===== src/rtl/rf_writeback_queue_pkg.sv =====
// Shared types for the register-file writeback queue.
package rf_writeback_queue_pkg;

  typedef logic [4:0]  regbits_t;
  typedef logic [31:0] word_t;

  typedef struct packed {
    logic     valid;
    regbits_t wsel;
    word_t    wdat;
  } wb_entry_t;

endpackage


===== src/rtl/rf_writeback_queue_if.sv =====
// Producer handshakes, register-file write port and forwarding lookup
// grouped into one bundle. slave = queue side, master = environment side.
interface rf_writeback_queue_if
  import rf_writeback_queue_pkg::*;
#(
  parameter int unsigned DEPTH = 4
);
  localparam int unsigned PTR_W = $clog2(DEPTH);

  logic             mem_valid;
  regbits_t         mem_wsel;
  word_t            mem_wdat;
  logic             mem_ready;
  logic             alu_valid;
  regbits_t         alu_wsel;
  word_t            alu_wdat;
  logic             alu_ready;
  logic             WEN;
  regbits_t         wsel;
  word_t            wdat;
  regbits_t         rsel1;
  regbits_t         rsel2;
  logic             fwd1_hit;
  word_t            fwd1_dat;
  logic             fwd2_hit;
  word_t            fwd2_dat;
  logic [PTR_W:0]   count;

  modport slave (
    input  mem_valid, mem_wsel, mem_wdat, alu_valid, alu_wsel, alu_wdat,
           rsel1, rsel2,
    output mem_ready, alu_ready, WEN, wsel, wdat,
           fwd1_hit, fwd1_dat, fwd2_hit, fwd2_dat, count
  );

  modport master (
    output mem_valid, mem_wsel, mem_wdat, alu_valid, alu_wsel, alu_wdat,
           rsel1, rsel2,
    input  mem_ready, alu_ready, WEN, wsel, wdat,
           fwd1_hit, fwd1_dat, fwd2_hit, fwd2_dat, count
  );
endinterface


===== src/rtl/rf_writeback_queue_fwd_match.sv =====
// Youngest-match search over the pending queue entries for one read port.
module rf_wb_fwd_match
  import rf_writeback_queue_pkg::*;
#(
  parameter  int unsigned DEPTH = 4,
  localparam int unsigned PTR_W = $clog2(DEPTH)
) (
  input  wb_entry_t        i_q [DEPTH],
  input  logic [PTR_W-1:0] i_rd_ptr,
  input  regbits_t         i_rsel,
  output logic             o_hit,
  output word_t            o_dat
);

  logic [PTR_W-1:0] w_idx;

  // Walk oldest to youngest so the last match kept is the youngest one;
  // only occupied slots carry a set valid bit.
  always_comb begin
    o_hit = 1'b0;
    o_dat = '0;
    w_idx = '0;
    for (int unsigned k = 0; k < DEPTH; k++) begin
      w_idx = i_rd_ptr + PTR_W'(k);
      if (i_q[w_idx].valid && (i_q[w_idx].wsel == i_rsel) && (i_rsel != '0)) begin
        o_hit = 1'b1;
        o_dat = i_q[w_idx].wdat;
      end
    end
  end

endmodule


===== src/rtl/rf_writeback_queue.sv =====
// In-order writeback FIFO feeding the register-file write port from the
// load-return and ALU producers, one commit per cycle.
// Build option: RF_WB_FORWARD_EN adds pending-write forwarding on rsel1/rsel2.
module rf_writeback_queue
  import rf_writeback_queue_pkg::*;
#(
  parameter int unsigned DEPTH = 4
) (
  input logic                 CLK,
  input logic                 RST,
  rf_writeback_queue_if.slave bus
);

  localparam int unsigned     PTR_W   = $clog2(DEPTH);
  localparam logic [PTR_W:0]  DEPTH_C = (PTR_W + 1)'(DEPTH);

  wb_entry_t        r_q [DEPTH];
  logic [PTR_W-1:0] r_rd_ptr;
  logic [PTR_W-1:0] r_wr_ptr;
  logic [PTR_W:0]   r_count;

  logic [PTR_W:0]   w_free;
  logic             w_mem_ready;
  logic             w_alu_ready;
  logic             w_mem_push;
  logic             w_alu_push;
  logic             w_pop;
  logic [1:0]       w_npush;
  logic [PTR_W-1:0] w_alu_slot;
  logic [PTR_W:0]   w_count_next;

  // Readiness ignores the same-cycle pop; mem has priority for the last slot.
  always_comb begin
    w_free       = DEPTH_C - r_count;
    w_mem_ready  = (w_free != '0);
    w_alu_ready  = (w_free >= (PTR_W + 1)'(2)) || ((w_free != '0) && !bus.mem_valid);
    // Writes to register zero are accepted but never stored.
    w_mem_push   = bus.mem_valid && w_mem_ready && (bus.mem_wsel != '0);
    w_alu_push   = bus.alu_valid && w_alu_ready && (bus.alu_wsel != '0);
    w_pop        = r_q[r_rd_ptr].valid;
    w_npush      = {1'b0, w_mem_push} + {1'b0, w_alu_push};
    w_alu_slot   = r_wr_ptr + PTR_W'(w_mem_push);
    w_count_next = r_count + (PTR_W + 1)'(w_npush) - (PTR_W + 1)'(w_pop);
  end

  // Queue state: pop the head every non-empty cycle, append accepted writes.
  always_ff @(posedge CLK) begin
    if (RST) begin
      r_rd_ptr <= '0;
      r_wr_ptr <= '0;
      r_count  <= '0;
      for (int unsigned i = 0; i < DEPTH; i++) begin
        r_q[i].valid <= 1'b0;
      end
    end else begin
      if (w_pop) begin
        r_q[r_rd_ptr].valid <= 1'b0;
        r_rd_ptr            <= r_rd_ptr + PTR_W'(1);
      end
      if (w_mem_push) begin
        r_q[r_wr_ptr] <= {1'b1, bus.mem_wsel, bus.mem_wdat};
      end
      if (w_alu_push) begin
        r_q[w_alu_slot] <= {1'b1, bus.alu_wsel, bus.alu_wdat};
      end
      r_wr_ptr <= r_wr_ptr + PTR_W'(w_npush);
      r_count  <= w_count_next;
    end
  end

  // Drain port driven straight from the head entry.
  always_comb begin
    bus.WEN       = w_pop;
    bus.wsel      = w_pop ? r_q[r_rd_ptr].wsel : '0;
    bus.wdat      = w_pop ? r_q[r_rd_ptr].wdat : '0;
    bus.mem_ready = w_mem_ready;
    bus.alu_ready = w_alu_ready;
    bus.count     = r_count;
  end

`ifdef RF_WB_FORWARD_EN
  rf_wb_fwd_match #(.DEPTH(DEPTH)) u_fwd1 (
    .i_q      (r_q),
    .i_rd_ptr (r_rd_ptr),
    .i_rsel   (bus.rsel1),
    .o_hit    (bus.fwd1_hit),
    .o_dat    (bus.fwd1_dat)
  );

  rf_wb_fwd_match #(.DEPTH(DEPTH)) u_fwd2 (
    .i_q      (r_q),
    .i_rd_ptr (r_rd_ptr),
    .i_rsel   (bus.rsel2),
    .o_hit    (bus.fwd2_hit),
    .o_dat    (bus.fwd2_dat)
  );
`else
  logic w_unused_rsel;

  // Lookup selects are kept on the interface but not used in this build.
  always_comb begin
    w_unused_rsel = ^{bus.rsel1, bus.rsel2};
    bus.fwd1_hit  = 1'b0;
    bus.fwd1_dat  = '0;
    bus.fwd2_hit  = 1'b0;
    bus.fwd2_dat  = '0;
  end
`endif

endmodule


===== src/flat_wrapper.sv =====
// flat-port wrapper written by rule: the top's interface ports become plain ports
module rf_writeback_queue_flat import rf_writeback_queue_pkg::*;
#(
  parameter int unsigned DEPTH = 4
)
  (CLK, RST, bus_mem_valid, bus_mem_wsel, bus_mem_wdat, bus_alu_valid, bus_alu_wsel, bus_alu_wdat, bus_rsel1, bus_rsel2, bus_mem_ready, bus_alu_ready, bus_WEN, bus_wsel, bus_wdat, bus_fwd1_hit, bus_fwd1_dat, bus_fwd2_hit, bus_fwd2_dat, bus_count);
  rf_writeback_queue_if #(.DEPTH(DEPTH)) bus_i ();
  input logic CLK;
  input logic RST;
  input wire logic [$bits(bus_i.mem_valid)-1:0] bus_mem_valid;
  input wire logic [$bits(bus_i.mem_wsel)-1:0] bus_mem_wsel;
  input wire logic [$bits(bus_i.mem_wdat)-1:0] bus_mem_wdat;
  input wire logic [$bits(bus_i.alu_valid)-1:0] bus_alu_valid;
  input wire logic [$bits(bus_i.alu_wsel)-1:0] bus_alu_wsel;
  input wire logic [$bits(bus_i.alu_wdat)-1:0] bus_alu_wdat;
  input wire logic [$bits(bus_i.rsel1)-1:0] bus_rsel1;
  input wire logic [$bits(bus_i.rsel2)-1:0] bus_rsel2;
  output wire logic [$bits(bus_i.mem_ready)-1:0] bus_mem_ready;
  output wire logic [$bits(bus_i.alu_ready)-1:0] bus_alu_ready;
  output wire logic [$bits(bus_i.WEN)-1:0] bus_WEN;
  output wire logic [$bits(bus_i.wsel)-1:0] bus_wsel;
  output wire logic [$bits(bus_i.wdat)-1:0] bus_wdat;
  output wire logic [$bits(bus_i.fwd1_hit)-1:0] bus_fwd1_hit;
  output wire logic [$bits(bus_i.fwd1_dat)-1:0] bus_fwd1_dat;
  output wire logic [$bits(bus_i.fwd2_hit)-1:0] bus_fwd2_hit;
  output wire logic [$bits(bus_i.fwd2_dat)-1:0] bus_fwd2_dat;
  output wire logic [$bits(bus_i.count)-1:0] bus_count;
  assign bus_i.mem_valid = bus_mem_valid;
  assign bus_i.mem_wsel = bus_mem_wsel;
  assign bus_i.mem_wdat = bus_mem_wdat;
  assign bus_i.alu_valid = bus_alu_valid;
  assign bus_i.alu_wsel = bus_alu_wsel;
  assign bus_i.alu_wdat = bus_alu_wdat;
  assign bus_i.rsel1 = bus_rsel1;
  assign bus_i.rsel2 = bus_rsel2;
  assign bus_mem_ready = bus_i.mem_ready;
  assign bus_alu_ready = bus_i.alu_ready;
  assign bus_WEN = bus_i.WEN;
  assign bus_wsel = bus_i.wsel;
  assign bus_wdat = bus_i.wdat;
  assign bus_fwd1_hit = bus_i.fwd1_hit;
  assign bus_fwd1_dat = bus_i.fwd1_dat;
  assign bus_fwd2_hit = bus_i.fwd2_hit;
  assign bus_fwd2_dat = bus_i.fwd2_dat;
  assign bus_count = bus_i.count;
  rf_writeback_queue #(.DEPTH(DEPTH)) u_core (.CLK(CLK), .RST(RST), .bus(bus_i));
endmodule

===== config.mk =====
export PLATFORM = sky130hd
export DESIGN_NAME = rf_writeback_queue_flat
export DESIGN_NICKNAME = d
export VERILOG_FILES = /design/src/rtl/rf_writeback_queue_pkg.sv /design/src/rtl/rf_writeback_queue_if.sv /design/src/rtl/rf_writeback_queue_fwd_match.sv /design/src/rtl/rf_writeback_queue.sv /design/src/flat_wrapper.sv
export SDC_FILE = /design/constraint.sdc
export NUM_CORES = 1
export LEC_CHECK = 0
export CORE_UTILIZATION = 65
export CTS_CLUSTER_DIAMETER = 60
export DETAILED_ROUTE_END_ITERATION = 12
export DONT_BUFFER_PORTS = 1
export PLACE_DENSITY = 0.81
export SYNTH_ARGS = -nofsm -noshare
export SYNTH_HDL_FRONTEND = slang
export SYNTH_HIERARCHICAL = 1
export SYNTH_SLANG_ARGS = --single-unit

===== constraint.sdc =====
create_clock -name CLK -period 4.8 [get_ports CLK]
set_input_delay 0.96 -clock CLK [delete_from_list [all_inputs] [get_ports CLK]]
set_output_delay 0.96 -clock CLK [all_outputs]
set_load 0.01 [all_outputs]

==> run summary <==
number of synthesized flops with an enable pin = 148
hpwl dp = 14.0 mm
syn avg cell area = 11.2 µm²
port bufs = 0
Post-CTS Hold Fix Bufs = 0
Post-synth top cells = 148 x edfxtp_1, 129 x o21ai_1, 105 x o211ai_1, 71 x buf_4, 46 x nand2_1
total wire length = 25.2 mm
r2r setup slk = 1190 ps
# H-tree levels = 4
number of gates resized after cts = 0
Placer Congestion = 0.852
Antenna Diode Count = 0
Hold Vio Cnt, Final = 0
worst hold margin = 520 ps
Total Power = 5.11 mW
total track usage = 34.3%
pre-CTS WS = 943 ps
Avg Vias per Cell = 7.08
worst r2r path cells = 11
most used cell, CP = ha_1
total gr overflow = 0
Clock transition at path regs = 60 ps
router iterations before antenna repair = 7
Mapped Area = 9440 µm²
largest net degree at the start of global routing = 72
data arrival time of the critical path = 3750 ps
Critical Path Sink = u_core/r_q[0][0]
DRC Markers = 0
design area = 9840 µm²
CP max stage cell = nand2_2
reg2reg end = u_core/r_q[0][0]
Final min period = 3610 ps
first-pass GRT wire length = 37.1 mm
fmax = 277 MHz
outcome = complete, no violations
die height = 123 µm
P&R area growth vs syn = 4.17%
CP Data Required Time = 4940 ps
vias = 7063
ys async rst share = 0%
Bufs and invs on worst path = 2
Core Area = 14000 µm²
Crit. path cell count = 11
worst stage delay on the critical path = 520 ps
Critical Path Source = u_core/bus.count[0]
TritonCTS clock tree = yes
crit path max fanout = 20
clock buffer depth = 2
Num CTS Buffers = 17
CTS Sinks = 161
Top Ports = 197
setup slack after layout = 1190 ps
Initial Util = 67.2%
Synth top area share = 47.1%
critical path class = reg -> reg
final slew viol count = 0
sequential-to-total area share from yosys stat = 49.8%
RSZ-0062 raised after global routing = no
die extent in x = 123 µm
Area contributors post-synth = edfxtp_1 47%, mux4_2 8.8%, o211ai_1 8.3%
nets = 901
ANT nets after route = 0
DP Area = 9310 µm²
Tcrit/Tclk final = 75.3%
static leakage = 3.28 nW
Worst setup SP type = flop
post-CTS setup buffers = 0
Worst Skew = 8.00 ps
die area = 15000 µm²
CP endpoint kind = flop
Least-Margin Pin Slew = 800 ps
vias in the first global route = 7011
count leader, synth = edfxtp_1
top cell type by total area after synthesis = edfxtp_1
max_slew headroom = 46.7%
family with the most delay on the worst path = simple AND/OR/NAND/NOR gates
FP Rows = 43
post-synthesis register bit count = 161
worst hold path class = reg -> reg
post-synth cell types = 46
Setup violations, final = 0
CTS Root Cell = clkbuf_16
DR WL/cell = 25.2 µm
# fillers = 937
Cells after Synth = 841
initial antenna violation count = 0
Synth warnings = 6
Worst-Skew Late Latency = 440 ps
reg2reg start = u_core/bus.count[0]
Worst IR Drop VDD = 0.000449 V
post-route setup TNS = 0 ps
Power Dens Cells = 519 nW/µm²
top_reg_cell synth = edfxtp_1
initial DRC count = 1119
share of layout cells above drive strength 1 = 15.9%
worst path cell trace = inv_1 -> ha_1 -> ha_1 -> nand2b_1 -> a21oi_1 -> ha_1 -> or2_1 -> a211o_1 -> or2_2 -> nand2_2 -> buf_4
max-cap violations = 0
[state kept, by name, indices dropped and copies added, names as in the netlist, named ones only]
name,flops
u_core/r_q,152
u_core/r_wr_ptr,2
u_core/bus.count,3
u_core/r_rd_ptr,2
[how the worst min path moves through the flow]
stage	from	end	slack [ps]	cells past startpoint
floorplan	u_core/r_q[3][37]	u_core/r_q[3][37]	480	2
global placement	u_core/r_q[3][37]	u_core/r_q[3][37]	500	2
detailed placement	u_core/r_q[2][37]	u_core/r_q[2][37]	510	2
CTS	u_core/r_q[2][37]	u_core/r_q[2][37]	520	2
global route	u_core/r_q[2][37]	u_core/r_q[2][37]	570	2
finish	u_core/r_q[2][37]	u_core/r_q[2][37]	520	2
[cell type report]
cell class	instances	area (µm²)	area share (%)
Timing Repair Buffer	24	230	2.34
Clock inverter	14	100	1.02
Tap cell	180	225	2.29
Inverter	49	184	1.87
Multi-Input combinational cell	552	3970	40.3
Clock buffer	17	425	4.32
Sequential cell	161	4710	47.9
[worst min-delay path: cells and delay by family, from the launching register on]
kind | cells | cell delay [ps]
AO/OA/AOI/OAI | 1 | 80
flip-flops | 1 | 310
AND/OR/NAND/NOR | 1 | 80
[layer usage]
metal  wire length (µm)  track usage (%)  share of wire [%]
met5                  0                0                  0
met4                977             17.3                3.9
met3               4070             14.3                 16
met2              12000             53.4                 48
met1               8140             40.8                 32
[cell usage in the layout (no fill, tap or decap), drive strengths merged, types with 17 or more instances in the layout]
cell type,instances
edfxtp,148
o21ai,148
o211ai,114
conb,66
inv,49
nand2,46
nand3,41
and2,38
mux4,37
buf,24
clkbuf,17
[stage by stage]
| stage | std cells | utilization [%] |
|---|---|---|
| final | 997 | 70.1 |
| after global routing | 997 | 70.1 |
| after CTS | 997 | 70.1 |
| after detailed placement | 966 | 66.3 |
| after global placement | 966 | 66.3 |
| after floorplan | 906 | - |
[power by group]
group,leakage (nW),internal [mW],switching [mW]
Combinational,1.52,0.665,1.15
Clock,0.258,0.696,0.541
Sequential,1.51,1.91,0.140
[cell families after synthesis]
kind of cell	count (synthesis)	synth area share (%)
AOI/OAI and AO/OA	276	19.1
buffers and inverters	193	11.4
DFF	161	49.8
and+or+nand+nor	154	8.59
muxes	40	9.16
adders and majority gates	8	1.14
xor gates and xnor gates	8	0.742
other	1	0.0397
(Power assumes the default switching activity.)
